<file path="config.mk">
export PLATFORM = sky130hd
export DESIGN_NAME = tcdm_bank_responder
export DESIGN_NICKNAME = d
export VERILOG_FILES = /design/src/rtl/tcdm_resp_pkg.sv /design/src/rtl/fifo_v3.sv /design/src/rtl/tcdm_bank_responder.sv
export SDC_FILE = /design/constraint.sdc
export NUM_CORES = 1
export LEC_CHECK = 0
export ABC_AREA = 1
export BUFFER_PORTS_ARGS = -buffer_cell sky130_fd_sc_hd__buf_2
export CAP_MARGIN = 20
export CORE_MARGIN = 1.5
export CORE_UTILIZATION = 52
export CTS_BUF_LIST = sky130_fd_sc_hd__clkbuf_4
export CTS_CLUSTER_DIAMETER = 200
export DETAILED_ROUTE_END_ITERATION = 8
export PLACE_DENSITY = 0.88
export SKIP_LAST_GASP = 1
export SYNTH_ARGS = -nofsm -noshare
export SYNTH_HDL_FRONTEND = slang
export SYNTH_SLANG_ARGS = --single-unit
</file>
<file path="constraint.sdc">
create_clock -name clk_i -period 5.63 [get_ports clk_i]
set_input_delay 1.126 -clock clk_i [delete_from_list [all_inputs] [get_ports clk_i]]
set_output_delay 1.126 -clock clk_i [all_outputs]
set_load 0.02 [all_outputs]
</file>
<file path="src/rtl/tcdm_resp_pkg.sv">
// Shared types and constants for the TCDM bank responder.
// Latency: n/a (types only).
// Backpressure: n/a (types only).
package tcdm_resp_pkg;

  // Response payload widths; the responder's DATA_WIDTH/ID_WIDTH default to these.
  localparam int unsigned RESP_DATA_W = 32;
  localparam int unsigned RESP_ID_W   = 1;

  // Response opcodes carried on r_opc.
  localparam logic RESP_OK  = 1'b0;
  localparam logic RESP_ERR = 1'b1;

  // One queued response.
  typedef struct packed {
    logic [RESP_DATA_W-1:0] data;
    logic                   opc;
    logic [RESP_ID_W-1:0]   id;
  } tcdm_resp_t;

endpackage

</file>
<file path="src/rtl/fifo_v3.sv">
// Generic synchronous FIFO with optional fall-through (first-word bypass when empty).
// Latency: 1 cycle push-to-pop, 0 cycles in fall-through mode when empty.
// Backpressure: full_o/empty_o; pushes at full and pops at empty are ignored.
module fifo_v3 #(
  parameter bit          FALL_THROUGH = 1'b0,
  parameter int unsigned DATA_WIDTH   = 32,
  parameter int unsigned DEPTH        = 8,
  parameter type         dtype        = logic [DATA_WIDTH-1:0],
  localparam int unsigned PTR_W       = (DEPTH > 1) ? $clog2(DEPTH) : 1,
  localparam int unsigned CNT_W       = $clog2(DEPTH + 1)
) (
  input  logic             clk_i,
  input  logic             rst_ni,
  input  logic             flush_i,
  output logic             full_o,
  output logic             empty_o,
  output logic [CNT_W-1:0] usage_o,
  input  dtype             data_i,
  input  logic             push_i,
  output dtype             data_o,
  input  logic             pop_i
);

  dtype             r_mem [DEPTH];
  logic [PTR_W-1:0] r_wr_ptr;
  logic [PTR_W-1:0] r_rd_ptr;
  logic [CNT_W-1:0] r_cnt;
  logic             w_bypass;
  logic             w_push;
  logic             w_pop;
  logic             w_pass_thru;

  function automatic logic [PTR_W-1:0] ptr_inc(input logic [PTR_W-1:0] p);
    return (p == PTR_W'(DEPTH - 1)) ? '0 : p + 1'b1;
  endfunction

  // Empty FIFO in fall-through mode presents the incoming word directly.
  assign w_bypass    = FALL_THROUGH && (r_cnt == '0) && push_i;
  assign full_o      = (r_cnt == CNT_W'(DEPTH));
  assign empty_o     = (r_cnt == '0) && !w_bypass;
  assign usage_o     = r_cnt;
  assign data_o      = w_bypass ? data_i : r_mem[r_rd_ptr];
  assign w_push      = push_i && !full_o;
  assign w_pop       = pop_i && !empty_o;
  // A bypassed word consumed in the same cycle never touches storage.
  assign w_pass_thru = w_bypass && w_pop;

  // Pointer and occupancy bookkeeping.
  always_ff @(posedge clk_i or negedge rst_ni) begin
    if (!rst_ni) begin
      r_wr_ptr <= '0;
      r_rd_ptr <= '0;
      r_cnt    <= '0;
    end else if (flush_i) begin
      r_wr_ptr <= '0;
      r_rd_ptr <= '0;
      r_cnt    <= '0;
    end else if (!w_pass_thru) begin
      if (w_push) r_wr_ptr <= ptr_inc(r_wr_ptr);
      if (w_pop)  r_rd_ptr <= ptr_inc(r_rd_ptr);
      if (w_push && !w_pop)      r_cnt <= r_cnt + 1'b1;
      else if (!w_push && w_pop) r_cnt <= r_cnt - 1'b1;
    end
  end

  // Storage write; contents need no reset because occupancy gates every read.
  always_ff @(posedge clk_i) begin
    if (w_push && !w_pass_thru && !flush_i) r_mem[r_wr_ptr] <= data_i;
  end

endmodule

</file>
<file path="src/rtl/tcdm_bank_responder.sv">
// Target-side TCDM bank responder: decode, SRAM access, in-order response queue.
// Latency: response visible the cycle after grant when the response FIFO is empty.
// Backpressure: gnt is withheld while queued + in-flight responses would exceed RESP_DEPTH.
module tcdm_bank_responder
  import tcdm_resp_pkg::*;
#(
  parameter int unsigned           DATA_WIDTH = RESP_DATA_W,
  parameter int unsigned           ADDR_WIDTH = 32,
  parameter int unsigned           BE_WIDTH   = DATA_WIDTH / 8,
  parameter int unsigned           ID_WIDTH   = RESP_ID_W,
  parameter int unsigned           MEM_WORDS  = 1024,
  parameter logic [ADDR_WIDTH-1:0] BASE_ADDR  = ADDR_WIDTH'(32'h1000_0000),
  parameter int unsigned           RESP_DEPTH = 2,
  localparam int unsigned          IDX_W      = $clog2(MEM_WORDS)
) (
  input  logic                  clk_i,
  input  logic                  rst_i,
  input  logic                  tcdm_req,
  output logic                  tcdm_gnt,
  input  logic [ADDR_WIDTH-1:0] tcdm_add,
  input  logic                  tcdm_wen,
  input  logic [DATA_WIDTH-1:0] tcdm_data,
  input  logic [BE_WIDTH-1:0]   tcdm_be,
  input  logic [ID_WIDTH-1:0]   tcdm_id,
  output logic                  tcdm_r_valid,
  input  logic                  tcdm_r_ready,
  output logic [DATA_WIDTH-1:0] tcdm_r_data,
  output logic                  tcdm_r_opc,
  output logic [ID_WIDTH-1:0]   tcdm_r_id,
  output logic                  sram_req,
  output logic                  sram_we,
  output logic [IDX_W-1:0]      sram_addr,
  output logic [BE_WIDTH-1:0]   sram_be,
  output logic [DATA_WIDTH-1:0] sram_wdata,
  input  logic [DATA_WIDTH-1:0] sram_rdata
);

  // The response struct width is fixed by the package; DATA_WIDTH/ID_WIDTH must match it.
  localparam int unsigned OFF_LSB   = $clog2(BE_WIDTH);
  localparam int unsigned MEM_BYTES = MEM_WORDS * BE_WIDTH;
  localparam int unsigned CNT_W     = $clog2(RESP_DEPTH + 1);

  logic [ADDR_WIDTH-1:0] w_off;
  logic                  w_in_range;
  logic [IDX_W-1:0]      w_idx;
  logic                  w_credit;
  logic                  w_acc;

  logic                  r_inf_vld;
  logic                  r_inf_rd;
  logic                  r_inf_opc;
  logic [ID_WIDTH-1:0]   r_inf_id;

  tcdm_resp_t            w_push_dat;
  tcdm_resp_t            w_pop_dat;
  logic                  w_push;
  logic                  w_pop;
  logic                  w_fifo_full;
  logic                  w_fifo_empty;
  logic [CNT_W-1:0]      w_usage;

  // Address decode; low byte-lane bits are ignored.
  assign w_off      = tcdm_add - BASE_ADDR;
  assign w_in_range = (w_off < ADDR_WIDTH'(MEM_BYTES));
  assign w_idx      = w_off[OFF_LSB +: IDX_W];

  // Credit: every grant reserves a FIFO slot; uses registered state only, never r_ready.
  assign w_credit = (int'(w_usage) + int'(r_inf_vld)) < int'(RESP_DEPTH);
  assign tcdm_gnt = tcdm_req & w_credit & ~rst_i;
  assign w_acc    = tcdm_gnt;

  // SRAM port is driven only for accepted in-range requests, otherwise idles at zero.
  assign sram_req   = w_acc & w_in_range;
  assign sram_we    = sram_req & ~tcdm_wen;
  assign sram_addr  = sram_req ? w_idx : '0;
  assign sram_be    = sram_req ? (tcdm_wen ? {BE_WIDTH{1'b1}} : tcdm_be) : '0;
  assign sram_wdata = sram_we ? tcdm_data : '0;

  // Hold response metadata for one cycle while the SRAM read completes.
  always_ff @(posedge clk_i or posedge rst_i) begin
    if (rst_i) begin
      r_inf_vld <= 1'b0;
      r_inf_rd  <= 1'b0;
      r_inf_opc <= RESP_OK;
      r_inf_id  <= '0;
    end else begin
      r_inf_vld <= w_acc;
      if (w_acc) begin
        r_inf_rd  <= tcdm_wen;
        r_inf_opc <= w_in_range ? RESP_OK : RESP_ERR;
        r_inf_id  <= tcdm_id;
      end
    end
  end

  // Build the queued response; writes and errors return zero data.
  always_comb begin
    w_push_dat      = '0;
    w_push_dat.data = (r_inf_rd && (r_inf_opc == RESP_OK)) ? sram_rdata : '0;
    w_push_dat.opc  = r_inf_opc;
    w_push_dat.id   = r_inf_id;
  end

  // Credit makes full-at-push impossible; the full guard only keeps state sane.
  assign w_push = r_inf_vld & ~w_fifo_full;
  assign w_pop  = tcdm_r_valid & tcdm_r_ready;

  fifo_v3 #(
    .FALL_THROUGH (1'b1),
    .DEPTH        (RESP_DEPTH),
    .dtype        (tcdm_resp_t)
  ) u_resp_fifo (
    .clk_i   (clk_i),
    .rst_ni  (~rst_i),
    .flush_i (1'b0),
    .full_o  (w_fifo_full),
    .empty_o (w_fifo_empty),
    .usage_o (w_usage),
    .data_i  (w_push_dat),
    .push_i  (w_push),
    .data_o  (w_pop_dat),
    .pop_i   (w_pop)
  );

  // Response channel; payload reads as zero whenever nothing is offered.
  assign tcdm_r_valid = ~w_fifo_empty;
  assign tcdm_r_data  = tcdm_r_valid ? w_pop_dat.data : '0;
  assign tcdm_r_opc   = tcdm_r_valid ? w_pop_dat.opc  : RESP_OK;
  assign tcdm_r_id    = tcdm_r_valid ? w_pop_dat.id   : '0;

endmodule

</file>
# Word level (Yosys, flattened, before mapping)

Memories as Yosys holds them, arrays and structs flattened.
Cells that the tools add are included.

Register bits after elaboration: 8
RAM bits: 68
Input port bits: 106
Output and inout port bits: 84
Logic and storage cells: 65
Memories: 1

Add/sub/neg operators: 6
$lt $le $gt $ge: 2
Equal/unequal tests: 1
Multiplexer cells: 16
Bitwise logic cells: 12
Reductions and logical operators: 20

Memory list:

| name              | depth | width | rd ports | clocked after Yosys merged registers in | wr ports | RTL line      | text |
|---|---|---|---|---|---|---|---|
| u_resp_fifo.r_mem | 2     | 34    | 1        | 0                                       | 1        | fifo_v3.sv:24 | `dtype r_mem [DEPTH];` |

Operator list:

| cell                     | count |
|---|---|
| $mux W32                 | 3 |
| $mux W34                 | 1 |
| $lt A32 B13 Y1 const B   | 1 |
| $sub A32 B29 Y32 const B | 1 |
| $mux W10                 | 1 |
| $logic_and A1 B1 Y1      | 9 |
| $mux W4                  | 2 |
| $mux W1                  | 7 |
| $and A1 B1 Y1            | 6 |
| $logic_not A1 Y1         | 6 |
| $not A1 Y1               | 6 |
| $reduce_and A2 Y1        | 3 |
| $mux W2                  | 2 |
| $add A2 B1 Y3            | 1 |
| $lt A3 B2 Y1 const B     | 1 |
| $add A1 B1 Y1 const B    | 2 |
| $add A2 B1 Y2 const B    | 1 |
| $eq A2 B2 Y1 const B     | 1 |
| $logic_not A2 Y1         | 1 |
| $reduce_bool A2 Y1       | 1 |
| $sub A2 B1 Y2 const B    | 1 |

# Logic depth before layout (Yosys ltp)

Depth in word-level cells: 14
Gate-level depth with buffers: 11
Gate-level depth less buffers: 10

# Cells and area by module

From an unflattened synthesis, not the netlist that was laid out.

Cells, all modules: 552
Area, all modules: 4,420.5 um^2

Modules (own cells, without submodules):

| module              | instances | cells an instance | area each (um^2) | seq. area each (um^2) |
|---|---|---|---|---|
| fifo_v3             | 1         | 257               | 3,120.5          | 2,142.1 |
| tcdm_bank_responder | 1         | 295               | 1,300.0          | 100.1 |

# Worst setup path after synthesis

No wires, ideal clock.

Path kind: input-to-output
From: input port rst_i
To: output port sram_wdata[22]
Arrival time: 2,230 ps
Required time: 4,504 ps
Slack: 2,274 ps
Cell stages on the path: 6
Buffers on the path: 1
Path through: inv_1 nand4_4 nor2_4 nand3_4 buf_6 nor2_1

Longest elaborated chain between the ends: 5

Ends and longest elaborated chain:

| what               | RTL line                  | text |
|---|---|---|
| start: declaration | tcdm_bank_responder.sv:17 | `input logic rst_i,` |
| $not A1 Y1         | -                         |  |
| $and A1 B1 Y1      | tcdm_bank_responder.sv:69 | `assign tcdm_gnt = tcdm_req & w_credit & ~rst_i;` |
| $and A1 B1 Y1      | tcdm_bank_responder.sv:73 | `assign sram_req = w_acc & w_in_range;` |
| $and A1 B1 Y1      | tcdm_bank_responder.sv:74 | `assign sram_we = sram_req & ~tcdm_wen;` |
| $mux W32           | tcdm_bank_responder.sv:77 | `assign sram_wdata = sram_we ? tcdm_data : '0;` |
| end: declaration   | tcdm_bank_responder.sv:34 | `output logic [DATA_WIDTH-1:0] sram_wdata,` |

Every way passes these cells.

# Final worst setup path

From: register u_resp_fifo.r_cnt[0], in the netlist u_resp_fifo.usage_o[0]
To: output port tcdm_r_data[2]

Longest elaborated chain between the ends: 7
Elaborated cells between the ends (all ways): 9
Those cells by class: eq/ne (1); mux (2); bitwise (2); reduce/logical (4)

Ends and longest elaborated chain:

| what                     | RTL line                   | text |
|---|---|---|
| start: declaration       | fifo_v3.sv:27              | `logic [CNT_W-1:0] r_cnt;` |
| start signal: assignment | fifo_v3.sv:61              | `if (w_push && !w_pop) r_cnt <= r_cnt + 1'b1;` |
| start signal: assignment | fifo_v3.sv:62              | `else if (!w_push && w_pop) r_cnt <= r_cnt - 1'b1;` |
| $eq A2 B2 Y1             | fifo_v3.sv:39              | `assign full_o = (r_cnt == CNT_W'(DEPTH));` |
| $not A1 Y1               | tcdm_bank_responder.sv:105 | `assign w_push = r_inf_vld & ~w_fifo_full;` |
| $and A1 B1 Y1            | tcdm_bank_responder.sv:105 |  |
| $logic_and A1 B1 Y1      | fifo_v3.sv:38              | `assign w_bypass = FALL_THROUGH && (r_cnt == '0) && push_i;` |
| $logic_not A1 Y1         | fifo_v3.sv:40              | `assign empty_o = (r_cnt == '0) && !w_bypass;` |
| $logic_and A1 B1 Y1      | fifo_v3.sv:40              |  |
| $mux W32 *               | tcdm_bank_responder.sv:127 | `assign tcdm_r_data = tcdm_r_valid ? w_pop_dat.data : '0;` |
| end: declaration         | tcdm_bank_responder.sv:27  | `output logic [DATA_WIDTH-1:0] tcdm_r_data,` |

Mark *: on every way between the ends. The rest lies on a longest branch, timed or not.

==> results.md <==
* Synth-to-layout area growth at 28.4%
* Hold Fails Final Rpt at 0
* Worst-path maximum fanout at 37
* Total leakage power at 2.74 nW
* Max stage delay on crit path at just under 0.7 ns
* Gpl congestion at 0.866
* Top Ports at 190
* Worst Tran Pin Value at 1.05 ns
* Slew Viols, Final at 0
* CP max stage cell: nor2_4
* TritonCTS clock tree: yes
* WP data required at 4.50 ns
* Setup Fix Bufs, Post-CTS at 0
* Die height at 90.9 um
* Final TNS setup at 0 ns
* Count of input and output buffers at 187
* Largest net degree at the start of global routing at 38
* Outcome: complete, no violations
* Worst Setup Slack, final at 1.76 ns
* Starting Density at 54.5%
* Total power at 0.00192 W
* Core area at between 7000 and 8000 um2
* Hold-fix buffers, CTS at 0
* Clk root buf: clkbuf_4
* Sequential area share after synthesis at 55.8%
* Synth Instances at 423
* HPWL Detailed at 6.57 mm
* WP buf/inv at 2
* Skew-Pair Late Insertion Delay at 0.40 ns
* Final core occ at a little over two thirds
* Average size of a mapped cell at 9.49 um2
* Total GRT Usage at 23.1%
* Pwr dens at 371 nW/um2
* ANT cells at 0
* Number of vias per cell at 4.72
* Cells after DPL at 693
* Wirelength, routed at roughly 9.4 mm
* Via count at ~3300
* CTS H-tree depth at 3
* Maxcap violations at 0
* RSZ-0062 raised after global routing: no
* CTS clk-pin slew, worst paths at about 0.11 ns
* Clk sink count at 76
* Fin cells at 709
* Peak VDD IR at 0.190 mV
* Cell row count at 31
* Antenna violation net count after detailed routing at 0
* Slew margin rel. at 30.1%
* Worst clock skew at 0.0186 ns
* Critical path startpoint category: register
* Global route overflow at 0
* Gates resized, CTS repair at 0
* CTS Buf Count at 9
* First-pass GRT wire length at 14.9 mm
* Hold WC Path Type: reg2reg
* Detailed Routing Iterations Pass 1 at 4
* Routed len/inst at roughly 13 um
* Die area at approximately 8300 um2
* Post-Synthesis Cell Area at about 4000 um2
* Final-report setup violation count at 0
* Synth cell types at 25
* Fmax at 258 MHz
* Max clock buf depth at 2
* Post-synthesis register bit count at 76
* Worst-path cell chain: nor2_4 > nand2_2 > inv_2 > nand2_1 > o21ai_0 > buf_2
* Iteration-0 DRC Markers at a little under 100
* Setup crit end kind: primary output
* Layout cell share with drive strength beyond 1 at 38.7%
* Critical path type: reg2out
* Period utilisation layout at 68.8%
* Vias in the first global route at 3425
* Crit path max-delay family: simple AND/OR/NAND/NOR gates
* Crit path time final at 3.87 ns
* Final nets at 712
* Die span in x at 90.9 um
* Remaining DRCs at 0
* Initial antenna violation count at 0
* Syn_nets at 530
* Synth warnings at 0
* Critical Path AT at roughly 2.8 ns
* Pre-CTS WS at about 1.8 ns
[synthesized netlist by cell type]
| cell type | count | area share, % |
|---|---|---|
| inv_1 | 98 | 9.2 |
| o21ai_2 | 2 | 0.44 |
| nor2_4 | 3 | 0.84 |
| and2_1 | 1 | 0.16 |
| nand3_1 | 1 | 0.12 |
| xor2_1 | 2 | 0.44 |
| nor2_2 | 20 | 3.1 |
| o21ai_1 | 6 | 0.75 |
| nand3_4 | 1 | 0.44 |
| buf_4 | 5 | 0.93 |
| nand2_2 | 3 | 0.47 |
| nand4_4 | 1 | 0.53 |
| o22ai_1 | 2 | 0.31 |
| buf_2 | 6 | 0.75 |
| mux2i_1 | 34 | 8.5 |
| nor2_1 | 74 | 6.9 |
| inv_2 | 1 | 0.093 |
| o21ai_0 | 29 | 3.6 |
| nand2_1 | 49 | 4.6 |
| dfrtp_1 | 8 | 5.0 |
| xnor2_1 | 2 | 0.44 |
| edfxtp_1 | 68 | 51 |
| clkbuf_1 | 2 | 0.19 |
| buf_6 | 4 | 1.1 |
| ha_1 | 1 | 0.31 |
[power by group]
| part | switching (W) | internal [W] | total [W] |
|---|---|---|---|
| clock | 0.000171 | 0.000189 | 0.000360 |
| sequential | 0.000104 | 0.000720 | 0.000824 |
| combinational | 0.000460 | 0.000272 | 0.000732 |
| total | 0.000735 | 0.00118 | 0.00192 |
[worst register-to-register path: stages (launching register included)]
cell and delay (ns):
dfrtp_1 0.47, nor2_4 0.68, nand2_2 0.24, o21ai_2 0.34
nor2_4 0.25
[area by class of cell]
type | count | area (um2)
clock buffer | 11 | 82.6
clock inverter | 5 | 76.3
fill | 571 | 2210
inverter | 99 | 372
multi-input combinational | 231 | 1300
sequential | 76 | 2240
tap | 99 | 124
timing repair buffer | 188 | 963
[registers in the layout, indices dropped and copies added (netlist names)]
register / flops
r_inf_id: 1
r_inf_opc: 1
r_inf_rd: 1
r_inf_vld: 1
u_resp_fifo.r_mem: 68
u_resp_fifo.r_rd_ptr: 1
u_resp_fifo.r_wr_ptr: 1
u_resp_fifo.usage_o: 2
[kinds of logic (layout without fill, tap and decap cells)]
family / after synthesis / count (layout) / synth area share [%]
AND/OR/NAND/NOR: 153 / 153 / 17.2
buffers and inverters: 116 / 303 / 12.2
flip-flops: 76 / 76 / 55.8
AO/OA/AOI/OAI: 39 / 39 / 5.11
multiplexers: 34 / 34 / 8.47
XOR/XNOR: 4 / 4 / 0.872
adder cells (fa/ha/maj): 1 / 1 / 0.311
[final timing paths]
check	startpoint	end	slack, ns	depth (start not counted)
min reg2reg	r_inf_id	u_resp_fifo.r_mem[1][0]	0.49	0
min	r_inf_id	u_resp_fifo.r_mem[1][0]	0.49	0
min in group asynchronous	rst_i	r_inf_id	0.69	2
max	u_resp_fifo.usage_o[0]	tcdm_r_data[2]	1.76	6
max in group asynchronous	rst_i	u_resp_fifo.r_rd_ptr	4.64	2
max reg2reg	u_resp_fifo.usage_o[0]	u_resp_fifo.r_mem[0][1]	3.35	4
[stage by stage]
stage,instance area [um2],hold WS (ns)
2_1_floorplan,4020,0.442
3_3_place_gp,4970,0.447
3_5_place_dp,5000,0.467
4_1_cts,5160,0.493
5_1_grt,5160,0.516
6_report,5160,0.492
[layer usage]
layer,GRT usage [%],vias to the layer above,routed length [um],part of all wire [%]
met2,42.2,153,4930,53
met1,25.3,1497,3570,38
met3,5.22,14,661,7.1
li1,-,1681,-,-
met5,0,-,0,0
met4,10.3,0,197,2.1
[cells in the final DEF (no fill, tap or decap)]
| master | instances |
|---|---|
| clkbuf_4 | 11 |
| buf_2 | 187 |
| dfrtp_2 | 1 |
| nand2_1 | 49 |
| nor2_1 | 72 |
| o21ai_0 | 29 |
| xnor2_1 | 2 |
| bufinv_16 | 2 |
| nor2_2 | 20 |
| edfxtp_1 | 68 |
| inv_2 | 1 |
| and2_1 | 1 |
| mux2i_1 | 34 |
| nand2_2 | 3 |
| nor2_4 | 5 |
| ha_1 | 1 |
| o22ai_1 | 2 |
| nand4_4 | 1 |
| xor2_1 | 2 |
| clkinv_1 | 2 |
| clkinv_4 | 1 |
| o21ai_1 | 6 |
| nand3_1 | 1 |
| inv_1 | 98 |
| buf_16 | 1 |
| nand3_4 | 1 |
| o21ai_2 | 2 |
| dfrtp_1 | 7 |
Power figures use the tool's default switching activity.
